`src/rtl/pixel_pack_fsm.sv`:
```
// rtl/pixel_pack_fsm.sv - packs a pixel stream into RAM words at sequential addresses
//
// Purpose: captures one frame of PIXEL_BITS-wide pixels (one per clock when
// pix_de is high), packs them LSB-first into DATA_WIDTH-bit words and issues
// one RAM write per completed word. The final word of a frame is flushed with
// zero padding in its unfilled slots.
//
// Ports:
//   clk, reset        clock, asynchronous active-high reset
//   arm               pulse: capture the next frame
//   cont_mode         level: re-arm automatically after every frame
//   abort             pulse: drop the current frame, return to idle
//   pix_de, pix_sof   pixel valid, first pixel of frame (qualified by pix_de)
//   pix_data          pixel value
//   we, wData, wAddr  RAM write strobe, packed word, word address
//   frame_tick        pulse alongside the final write of a frame
//   err_short         pulse when a new frame starts before the current one ends
//   busy              high while armed or capturing
module pixel_pack_fsm #(
    parameter int DATA_WIDTH = 8,
    parameter int PIXEL_BITS = 1,
    parameter int IMG_WIDTH  = 176,
    parameter int IMG_HEIGHT = 240,
    parameter int ADDR_WIDTH =
        (((IMG_WIDTH * IMG_HEIGHT) + (DATA_WIDTH / PIXEL_BITS) - 1) / (DATA_WIDTH / PIXEL_BITS) > 1)
        ? $clog2(((IMG_WIDTH * IMG_HEIGHT) + (DATA_WIDTH / PIXEL_BITS) - 1) / (DATA_WIDTH / PIXEL_BITS))
        : 1
) (
    input  logic                  clk,
    input  logic                  reset,
    input  logic                  arm,
    input  logic                  cont_mode,
    input  logic                  abort,
    input  logic                  pix_de,
    input  logic                  pix_sof,
    input  logic [PIXEL_BITS-1:0] pix_data,
    output logic                  we,
    output logic [DATA_WIDTH-1:0] wData,
    output logic [ADDR_WIDTH-1:0] wAddr,
    output logic                  frame_tick,
    output logic                  err_short,
    output logic                  busy
);

    localparam int PPW          = DATA_WIDTH / PIXEL_BITS;
    localparam int TOTAL_PIXELS = IMG_WIDTH * IMG_HEIGHT;
    localparam int PIX_W        = (TOTAL_PIXELS > 1) ? $clog2(TOTAL_PIXELS) : 1;
    localparam int SLOT_W       = (PPW > 1) ? $clog2(PPW) : 1;

    localparam logic [PIX_W-1:0]  LAST_PIX  = PIX_W'(TOTAL_PIXELS - 1);
    localparam logic [SLOT_W-1:0] LAST_SLOT = SLOT_W'(PPW - 1);

    typedef enum logic [1:0] {
        IDLE   = 2'd0,
        ARMED  = 2'd1,
        ACTIVE = 2'd2
    } state_t;

    state_t                state_q, state_d;
    logic [DATA_WIDTH-1:0] pack_q, pack_d;
    logic [SLOT_W-1:0]     slot_q, slot_d;
    logic [PIX_W-1:0]      pix_cnt_q, pix_cnt_d;
    logic [ADDR_WIDTH-1:0] word_idx_q, word_idx_d;
    logic                  we_q, we_d;
    logic [DATA_WIDTH-1:0] wdata_q, wdata_d;
    logic [ADDR_WIDTH-1:0] waddr_q, waddr_d;
    logic                  tick_q, tick_d;
    logic                  err_q, err_d;
    logic                  busy_q, busy_d;

    // Counter values the accepted pixel is applied to: the live counters, or
    // zero when this pixel opens a new frame (sof from ARMED or early restart).
    logic                  accept;
    logic [DATA_WIDTH-1:0] base_pack;
    logic [SLOT_W-1:0]     base_slot;
    logic [PIX_W-1:0]      base_pix;
    logic [ADDR_WIDTH-1:0] base_word;
    logic [DATA_WIDTH-1:0] word_v;

    always_comb begin
        state_d    = state_q;
        pack_d     = pack_q;
        slot_d     = slot_q;
        pix_cnt_d  = pix_cnt_q;
        word_idx_d = word_idx_q;
        we_d       = 1'b0;
        wdata_d    = wdata_q;
        waddr_d    = waddr_q;
        tick_d     = 1'b0;
        err_d      = 1'b0;
        accept     = 1'b0;
        base_pack  = pack_q;
        base_slot  = slot_q;
        base_pix   = pix_cnt_q;
        base_word  = word_idx_q;
        word_v     = '0;

        if (abort) begin
            state_d    = IDLE;
            pack_d     = '0;
            slot_d     = '0;
            pix_cnt_d  = '0;
            word_idx_d = '0;
        end else begin
            case (state_q)
                IDLE: begin
                    if (arm || cont_mode) begin
                        state_d = ARMED;
                    end
                end
                ARMED: begin
                    if (pix_de && pix_sof) begin
                        accept    = 1'b1;
                        base_pack = '0;
                        base_slot = '0;
                        base_pix  = '0;
                        base_word = '0;
                        state_d   = ACTIVE;
                    end
                end
                ACTIVE: begin
                    if (pix_de) begin
                        accept = 1'b1;
                        if (pix_sof) begin
                            // Partial word is discarded; this pixel restarts at address 0.
                            err_d     = 1'b1;
                            base_pack = '0;
                            base_slot = '0;
                            base_pix  = '0;
                            base_word = '0;
                        end
                    end
                end
                default: begin
                    state_d = IDLE;
                end
            endcase

            if (accept) begin
                word_v = base_pack;
                word_v[int'(base_slot) * PIXEL_BITS +: PIXEL_BITS] = pix_data;

                if (base_pix == LAST_PIX) begin
                    // Tail flush: unfilled slots are still zero in base_pack.
                    we_d       = 1'b1;
                    wdata_d    = word_v;
                    waddr_d    = base_word;
                    tick_d     = 1'b1;
                    pack_d     = '0;
                    slot_d     = '0;
                    pix_cnt_d  = '0;
                    word_idx_d = '0;
                    state_d    = cont_mode ? ARMED : IDLE;
                end else if (base_slot == LAST_SLOT) begin
                    we_d       = 1'b1;
                    wdata_d    = word_v;
                    waddr_d    = base_word;
                    pack_d     = '0;
                    slot_d     = '0;
                    pix_cnt_d  = base_pix + PIX_W'(1);
                    word_idx_d = base_word + ADDR_WIDTH'(1);
                end else begin
                    pack_d     = word_v;
                    slot_d     = base_slot + SLOT_W'(1);
                    pix_cnt_d  = base_pix + PIX_W'(1);
                    word_idx_d = base_word;
                end
            end
        end

        busy_d = (state_d != IDLE);
    end

    always_ff @(posedge clk or posedge reset) begin
        if (reset) begin
            state_q    <= IDLE;
            pack_q     <= '0;
            slot_q     <= '0;
            pix_cnt_q  <= '0;
            word_idx_q <= '0;
            we_q       <= 1'b0;
            wdata_q    <= '0;
            waddr_q    <= '0;
            tick_q     <= 1'b0;
            err_q      <= 1'b0;
            busy_q     <= 1'b0;
        end else begin
            state_q    <= state_d;
            pack_q     <= pack_d;
            slot_q     <= slot_d;
            pix_cnt_q  <= pix_cnt_d;
            word_idx_q <= word_idx_d;
            we_q       <= we_d;
            wdata_q    <= wdata_d;
            waddr_q    <= waddr_d;
            tick_q     <= tick_d;
            err_q      <= err_d;
            busy_q     <= busy_d;
        end
    end

    assign we         = we_q;
    assign wData      = wdata_q;
    assign wAddr      = waddr_q;
    assign frame_tick = tick_q;
    assign err_short  = err_q;
    assign busy       = busy_q;

endmodule

```
`config.mk`:
```
export PLATFORM = sky130hd
export DESIGN_NAME = pixel_pack_fsm
export DESIGN_NICKNAME = d
export VERILOG_FILES = /design/src/rtl/pixel_pack_fsm.sv
export SDC_FILE = /design/constraint.sdc
export NUM_CORES = 1
export LEC_CHECK = 0
export CORE_MARGIN = 1.5
export CORE_UTILIZATION = 62
export CTS_BUF_LIST = sky130_fd_sc_hd__clkbuf_8 sky130_fd_sc_hd__clkbuf_16
export CTS_CLUSTER_DIAMETER = 50
export DETAILED_ROUTE_END_ITERATION = 12
export GPL_TIMING_DRIVEN = 0
export PLACE_DENSITY = 0.85
export SETUP_SLACK_MARGIN = 0.02
export SYNTH_ARGS = -nofsm -noshare
export SYNTH_HDL_FRONTEND = slang
export SYNTH_SLANG_ARGS = --single-unit
```
`constraint.sdc`:
```
create_clock -name clk -period 9.8 [get_ports clk]
set_clock_uncertainty 0.1 [all_clocks]
set_input_delay 0.98 -clock clk [delete_from_list [all_inputs] [get_ports clk]]
set_output_delay 0.98 -clock clk [all_outputs]
set_load 0.02 [all_outputs]
```
# Yosys cells after proc, flatten, opt, wreduce, memory -nomap -nowiden
# Cells that the tools add are included.
# totals
output_inout_bits	25
wordCells	91
ff_bits	67
# op_classes
reduce_logical	7
shifts	2
n_bitwise	1
muxes	62
add_sub_neg	4
eq_ne	4
# ops
op	n
$mux W13	10
$mux W16	7
$mux W8	10
$neg A3 Y33	1
$shift A1 B33 Y8 const A	1
$shiftx A1 B33 Y8	1
$pmux W16 S2	1
$pmux W13 S2	1
$mux W3	8
$add A16 B1 Y16 const B	1
$eq A16 B16 Y1 const B	1
$pmux W8 S2	1
$mux W1	15
$add A13 B1 Y13 const B	1
$mux W2	5
$bwmux W8	1
$pmux W2 S3	1
$pmux W3 S2	1
$reduce_bool A2 Y1	3
$add A3 B1 Y3 const B	1
$eq A3 B3 Y1 const B	1
$reduce_and A3 Y1	1
$eq A2 B1 Y1 const B	1
$eq A2 B2 Y1 const B	1
5 further kinds	5

# Longest topological paths before layout
# Gate-level depths: netlist of the first run.
# logic_depth
depth_word	11
depth_mapped	14

# Least setup slack after synthesis of the first run
# Ideal clock, no wire load.
# synth_timing
path_type	input port to flip-flop
start	input port pix_sof
end	register wdata_q[1] (netlist: wData[1])
setup_slack_ns	6.263
arrival_time_ns	3.312
setup_time_ns	0.125
stages	11
path_cell_list	o2bb2ai_1 -> nand2_1 -> clkbuf_1 -> clkbuf_1 -> and2_1 -> ha_1 -> nand4_1 -> nor4_4 -> a22oi_2 -> clkinv_2 -> mux2_2
# synth_between
elab_chain_cells	9
# synth_lines
item	line	source
start, declared	35	input logic pix_sof,
$mux W3 or $logic_and A1 B1 Y1 (tied branches)	124, 112	
$mux W3 (on tied branches)	122, 112	
$pmux W3 S2	105	case (state_q)
$mux W3	98	if (abort) begin
$neg A3 Y33	141	word_v[int'(base_slot) * PIXEL_BITS +: PIXEL_BITS] = pix_data;
$shiftx A1 B33 Y8 or $shift A1 B33 Y8 (tied branches)	141	
$bwmux W8	141	
$mux W8	154	end else if (base_slot == LAST_SLOT) begin
$mux W8	143	if (base_pix == LAST_PIX) begin
end signal, assigned	194	wdata_q <= wdata_d;
end, declared	65	logic [DATA_WIDTH-1:0] wdata_q, wdata_d;
# Several ways; a longest one is shown, not always the timed one. The select of a mux whose other input is x is not followed.
# A chain may end at the register's enable or synchronous reset.

# Worst setup path after layout of the first run
# layout_timing
start	input port pix_de
end	register pack_q[7]
# layout_between
elab_chain_cells	11
# layout_lines
item	line	source
start, declared	34	input logic pix_de,
$logic_and A1 B1 Y1	112	if (pix_de && pix_sof) begin
$mux W3	112	
$pmux W3 S2	105	
$mux W3	98	
$neg A3 Y33	141	
$shiftx A1 B33 Y8 or $shift A1 B33 Y8 (tied branches)	141	
$bwmux W8	141	
$mux W8	154	
$mux W8	143	
$mux W8	139	if (accept) begin
$mux W8	98	
end signal, assigned	189	pack_q <= pack_d;
end, declared	60	logic [DATA_WIDTH-1:0] pack_q, pack_d;
# Several ways; a longest one is shown, not always the timed one. The select of a mux whose other input is x is not followed.

==> results by group, run 1 <==
Run status
  • Run status: complete, no violations

Place
  • Hpwl dp: 6116 um
  • Port bufs: 32
  • GP Congestion: 0.9233

Worst setup path
  • Crit path DAT: 4800 ps
  • CP Class: input port to register
  • CP max stage cell: nor4_4
  • Worst Setup End Kind: register
  • Highest cell delay on the worst timing path: 530 ps
  • Worst EP required: 9940 ps
  • Crit Path Max Fanout: 10
  • WP buf/inv: 3
  • Worst path most repeated cell: clkbuf_1
  • Crit path cell chain: clkdlybuf4s50_1 -> o2bb2ai_1 -> nand2_1 -> clkbuf_1 -> clkbuf_1 -> and2_1 -> ha_1 -> nand4_1 -> nor4_4 -> a211o_1 -> nor2_1 -> a22o_1
  • CP Launch Type: input port
  • Top delay family on crit path: simple AND/OR/NAND/NOR gates

Synthesis
  • Seq/Total Area, Yosys: 0.4669
  • Syn_nets: 407
  • Synth Cell Area: 3591 um2
  • FFs w/ async S/R, synth: 1.000
  • Ys flop type: dfrtp_1
  • EDFF count, synth: 0
  • Synthesized area per cell: approximately 9 um2
  • Yosys Warn Count: 0
  • Unique cell type count in the Yosys netlist: 51
  • Top-area cell type share of the netlist area: 0.4669
  • Flops & latches, synth: 67
  • Largest cells by area after synthesis: dfrtp_1 47%, nand2_1 4.7%, o21ai_0 4.0%, nand3_1 3.9%, ha_1 3.8%
  • Area leader, netlist: dfrtp_1
  • Post-Syn Instances: 388

Floorplanning
  • Die area: approximately 6300 um2
  • Initial Util: 0.6481
  • Die Wd: between 70 and 80 um
  • Total core area: 5540 um2
  • Die height: 79.11 um
  • Row Count: 27
  • IO Count: 33

Detailed routing
  • Drt pass-1 iters: 5
  • Vias after detailed routing: approximately 3.3k
  • Wirelength per Cell: ~17 um
  • DRT antenna net count: 0
  • DRC: 0
  • Drt via density: approximately 6.4
  • Starting DRT DRC Count: 340
  • Total Wirelength: 8809 um

STA
  • Fmax: 0.2144 GHz
  • Setup TNS: 0 ps
  • Final hold viol count: 0
  • Hold Slack: 384.9 ps
  • Final period utilization: 0.4759
  • Crit path time final: 4664 ps
  • RSZ-0062 raised after global routing: false
  • Relative slew margins: 0.4482
  • Slew @ Worst Pin: 822.7 ps
  • Final setup viols: 0
  • Max Slew Vio Count: 0

Final layout
  • Layout cell share with drive strength beyond 1: 0.07816
  • Commonest non-fill, non-tap cell in the layout: dfrtp_1
  • Antenna cell count: 0
  • Layout overhead on the synthesized area: 16.66%
  • Filler instances: just under 400
  • Nets@finish: 451
  • Commonest non-fill, non-tap cells in the layout: 67 x dfrtp_1, 45 x nand2_1, 32 x clkdlybuf4s50_1

CTS
  • CTS Root Cell: clkbuf_8
  • Gates resized, CTS repair: 0
  • # hold bufs at CTS: 0
  • Clk sinks: 67
  • CTS Buf Count: 9
  • Max Root-Sink Buffers: 2
  • Post-CTS setup buffer count: 0
  • Number of H-tree levels: 3
  • Clock slew at reported path FFs: 70 ps
  • Skew-Pair Late Insertion Delay: 340 ps
  • CTS tree: done

Worst hold path
  • Min-delay worst type: register to register

Global route
  • Initial antenna violation count: 0
  • Global Route Usage Sum: 0.3075
  • Total grt overflow: 0
  • Vias in the first global route: 3,123
  • First-pass GRT wire length: 14,660 um
  • Largest net degree at the start of global routing: 38

Power
  • Worst vdd ir: 0.09137 mV
  • Pwr/cell area: 146.9 nW/um2
  • Leak: 1.786 nW

Flow run
  • MaxCap Viol Count: 0
cells by family after synthesis:
family / count (synthesis) / synth area share
buffers and inverters: 33 / 0.03519
multiplexers: 16 / 0.04808
flip-flops: 67 / 0.4669
XOR/XNOR: 2 / 0.004879
AO/OA/AOI/OAI: 109 / 0.1934
adder cells (fa/ha/maj): 11 / 0.03833
AND/OR/NAND/NOR: 150 / 0.2132
layout make-up:
| cell class | count | area (um2) | area share |
|---|---|---|---|
| Clock inverter | 3 | 16.27 | 0.003883 |
| Multi-Input combinational cell | 288 | 1788 | 0.4268 |
| Clock buffer | 11 | 151.4 | 0.03614 |
| Buffer | 20 | 76.32 | 0.01822 |
| Tap cell | 72 | 90.09 | 0.02151 |
| Inverter | 13 | 50.05 | 0.01195 |
| Sequential cell | 67 | 1677 | 0.4002 |
| Timing Repair Buffer | 33 | 340.3 | 0.08124 |
state kept, by name, indices dropped and copies added (netlist names):
signal and cells:
frame_tick 1, wData 8, wAddr 13, busy 1
err_short 1, we 1, word_idx_q 13, slot_q 3
pix_cnt_q 16, pack_q 8, state_q 2
report_power, final:
| part | total (mW) | switching (mW) | internal, mW |
|---|---|---|---|
| clock network | 0.203 | 0.102 | 0.101 |
| registers | 0.285 | 0.00437 | 0.281 |
| logic | 0.127 | 0.0934 | 0.0336 |
cells in the mapped netlist (11+ instances only):
cell and count:
nor2_1 26, dfrtp_1 67, nand3_1 28, clkbuf_1 18, a21oi_1 18, o21ai_1 15, nand2_1 45, ha_1 11
o21ai_0 29, a22o_1 11, inv_1 12
final timing paths:
| path | endpoint | startpoint | depth (start not counted) | slack, ps |
|---|---|---|---|---|
| min reg2reg | wAddr[9]$_DFFE_PP0P_ | wAddr[9]$_DFFE_PP0P_ | 2 | 380 |
| min | wAddr[9]$_DFFE_PP0P_ | wAddr[9]$_DFFE_PP0P_ | 2 | 380 |
| min in group asynchronous | pack_q[2]$_DFFE_PP0P_ | reset | 2 | 960 |
| max reg2reg | pack_q[7]$_DFFE_PP0P_ | state_q[0]$_DFF_PP0_ | 13 | 5490 |
| max in group asynchronous | wAddr[8]$_DFFE_PP0P_ | reset | 3 | 8000 |
| max | pack_q[7]$_DFFE_PP0P_ | pix_de | 12 | 5140 |
stage by stage:
stage / cells / instance area, um2 / utilization / setup slack [ps] / power [mW]
after floorplan: 388 / 3591 / - / 6263 / 0.3705
after global placement: 492 / 4001 / 0.7222 / 4917 / 0.4094
after detailed placement: 493 / 4021 / 0.7258 / 4907 / 0.4131
after CTS: 507 / 4189 / 0.7561 / 5232 / 0.6127
after global routing: 507 / 4189 / 0.7561 / 4925 / 0.6391
final: 507 / 4189 / 0.7561 / 5136 / 0.6154
routing by layer:
layer | GRT usage | up-vias | wire length, um
met5 | 0 | - | 0
met4 | 0.1421 | 0 | 197
met3 | 0.05287 | 24 | 706
met2 | 0.4855 | 167 | 4151
met1 | 0.4158 | 1557 | 3753
li1 | - | 1506 | -
worst min-delay path, cell delays in order (launching register included):
cell and delay [ps]:
dfrtp_1 340, nand2_1 50, o21ai_1 60
(Power assumes the default switching activity.)
==> inputs of run 2 (changes only) <==
--- a/config.mk
+++ b/config.mk
@@ -6,12 +6,12 @@
 export NUM_CORES = 1
 export LEC_CHECK = 0
 export CORE_MARGIN = 1.5
-export CORE_UTILIZATION = 62
+export CORE_UTILIZATION = 52
 export CTS_BUF_LIST = sky130_fd_sc_hd__clkbuf_8 sky130_fd_sc_hd__clkbuf_16
 export CTS_CLUSTER_DIAMETER = 50
 export DETAILED_ROUTE_END_ITERATION = 12
 export GPL_TIMING_DRIVEN = 0
-export PLACE_DENSITY = 0.85
+export PLACE_DENSITY = 0.76
 export SETUP_SLACK_MARGIN = 0.02
 export SYNTH_ARGS = -nofsm -noshare
 export SYNTH_HDL_FRONTEND = slang
==> constraint.sdc (replaced) <==
create_clock -name clk -period 3.75 [get_ports clk]
set_clock_uncertainty 0.1 [all_clocks]
set_input_delay 0.375 -clock clk [delete_from_list [all_inputs] [get_ports clk]]
set_output_delay 0.375 -clock clk [all_outputs]
set_load 0.02 [all_outputs]
==> run 2 against run 1 <==
Via count fell by 1.1%. Setup slack got worse by 5000 ps. Flip-flop and latch count stayed put. Total power rose to 2.9 times the previous value. Combinational power rose to 2.8 times the previous value. Clock power rose to 3.3 times the previous value. Count of clock-buffer cells in the layout down 1. Largest power group unchanged. Highest routed layer unchanged.
==> results by group, run 2 (synthesis gave the netlist of run 1 again) <==
Worst setup path
  • RR Startpoint: state_q[1]$_DFF_PP0_
  • CP max stage cell: dfrtp_1
  • Highest cell delay on the worst timing path: 430 ps
  • CP Class: register to register
  • Crit Path Max Fanout: 10
  • Crit path cell chain: inv_1 -> ha_2 -> o2bb2ai_2 -> nand2_1 -> buf_4 -> clkbuf_4 -> and2_1 -> ha_1 -> nand4_1 -> nor4_4 -> buf_4 -> a211o_2 -> or2_2 -> o31ai_1
  • Top delay family on crit path: simple AND/OR/NAND/NOR gates
  • WP buf/inv: 4
  • Worst path most repeated cell: buf_4
  • CP Launch Point: state_q[1]$_DFF_PP0_
  • Crit path DAT: 3760 ps
  • Worst EP required: 3920 ps
  • CP Launch Type: register
  • Worst Setup End Kind: register

CTS
  • CTS Root Cell: clkbuf_8
  • Number of H-tree levels: 3
  • Clk sinks: 67
  • # hold bufs at CTS: 0
  • Skew-Pair Late Insertion Delay: between 300 and 400 ps
  • CTS tree: done
  • Max Root-Sink Buffers: 2
  • Clock slew at reported path FFs: 70 ps
  • CTS Buf Count: 9

STA
  • Relative slew margins: 0.4418
  • Slew @ Worst Pin: 832.3 ps
  • Final hold viol count: 0
  • Crit path time final: 3596 ps
  • Fmax: about 0.28 GHz
  • Hold Slack: approximately 380 ps
  • Final setup viols: 0
  • Final period utilization: 0.9588
  • Max Slew Vio Count: 0

Floorplanning
  • Initial Util: 0.5345
  • Die height: 86.10 um
  • Row Count: 30
  • Total core area: ~6700 um2
  • Die Wd: 86.10 um
  • IO Count: 33
  • Die area: roughly 7400 um2

Final layout
  • Area taken by multi-input logic gates: ~1800 um2
  • Antenna cell count: 0
  • Commonest non-fill, non-tap cell in the layout: dfrtp_1
  • Layout cell share with drive strength beyond 1: 0.1151
  • Filler instances: 564
  • Layout overhead on the synthesized area: 20.38%
  • Max reg flops: 16
  • Commonest non-fill, non-tap cells in the layout: 67 x dfrtp_1, 45 x nand2_1, 32 x clkdlybuf4s50_1
  • Seq. cell area: 1677 um2
  • Register with the most flip-flops: pix_cnt_q
  • Nets@finish: 457
  • Fin util: 0.6434

Place
  • Hpwl dp: 5958 um
  • Port bufs: 32
  • GP Congestion: ~0.96

Power
  • Worst vdd ir: between 0.15 and 0.2 mV
  • Pwr/cell area: between 400 and 500 nW/um2
  • Leak: 1.848 nW
  • Total power: ~1.8 mW

Global route
  • Vias in the first global route: 3,093
  • Met3 Use GR: 0.05679
  • Met1 GRT Util: 0.3348
  • Total grt overflow: 0
  • Largest net degree at the start of global routing: 68
  • GRT Max-Usage Layer: met2
  • Met2 Use GR: 0.4094
  • First-pass GRT wire length: ~15,000 um
  • Initial antenna violation count: 0
  • Global Route Usage Sum: 0.2555

Worst hold path
  • Min-delay worst type: register to register
  • Hold Crit Start: wAddr[3]$_DFFE_PP0P_

Detailed routing
  • Drt via density: 6.155
  • Starting DRT DRC Count: 298
  • Total Wirelength: 9030 um
  • Drt pass-1 iters: 5
  • Vias after detailed routing: 3,219
  • DRC: 0
  • DRT antenna net count: 0
  • Wirelength per Cell: 17.27 um

Flow run
  • MaxCap Viol Count: 0

Run status
  • Run status: complete, no violations
[run 2: cell count changes in the layout (fill, tap and decap cells not counted), sizes merged]
cell      delta
buf          +7
bufinv       +2
clkbuf       -2
clkinvlp     -1
inv          +2
[run 2: timing repair]
action | in CTS | in global routing
buffers inserted | 3 | 4
resized for setup | 6 | 11
setup endpoints to repair | 62 | 56
pin swaps | 1 | 2
[run 2: layer usage]
layer / vias to the layer above / share of wire
met5: - / 0
met4: 0 / 0.021
met3: 23 / 0.063
met2: 107 / 0.48
met1: 1571 / 0.44
li1: 1518 / -
[run 2: final timing paths]
path,end,slack [ps],depth (start not counted)
max,word_idx_q[10]$_DFFE_PP0P_,150,14
min,wAddr[3]$_DFFE_PP0P_,380,2
max reg2reg,word_idx_q[10]$_DFFE_PP0P_,150,14
min reg2reg,wAddr[3]$_DFFE_PP0P_,380,2
max in group asynchronous,word_idx_q[11]$_DFFE_PP0P_,2580,2
min in group asynchronous,pix_cnt_q[8]$_DFFE_PP0P_,420,2
[run 2: layout make-up]
class	count	area share
Clock inverter	6	0.01881
Timing Repair Buffer	39	0.08625
Sequential cell	67	0.3878
Multi-Input combinational cell	288	0.4200
Inverter	13	0.01245
Clock buffer	10	0.03184
Buffer	20	0.01968
Tap cell	80	0.02315
[run 2: worst reg2reg max path: stages, from the launching register on]
cell and delay (ps):
dfrtp_1 430, inv_1 110, ha_2 210, o2bb2ai_2 300
nand2_1 180, buf_4 220, clkbuf_4 210, and2_1 180
ha_1 210, nand4_1 200, nor4_4 80, buf_4 150
a211o_2 390, or2_2 350, o31ai_1 190
[run 2: where the power goes]
group | switching [mW] | internal [mW]
Combinational | 0.253 | 0.101
Sequential | 0.0114 | 0.734
Clock | 0.283 | 0.388
Total | 0.547 | 1.22
[run 2: per-stage QoR]
stage	setup slack [ps]	cells	instance area (um2)	TNS [ps]
final	154.3	523	4323	0
after global routing	-36.68	523	4323	-126.7
after CTS	26.77	519	4270	0
after detailed placement	-658.0	500	4014	-30080
after global placement	-632.9	500	4011	-28730
after floorplan	518.1	388	3591	0
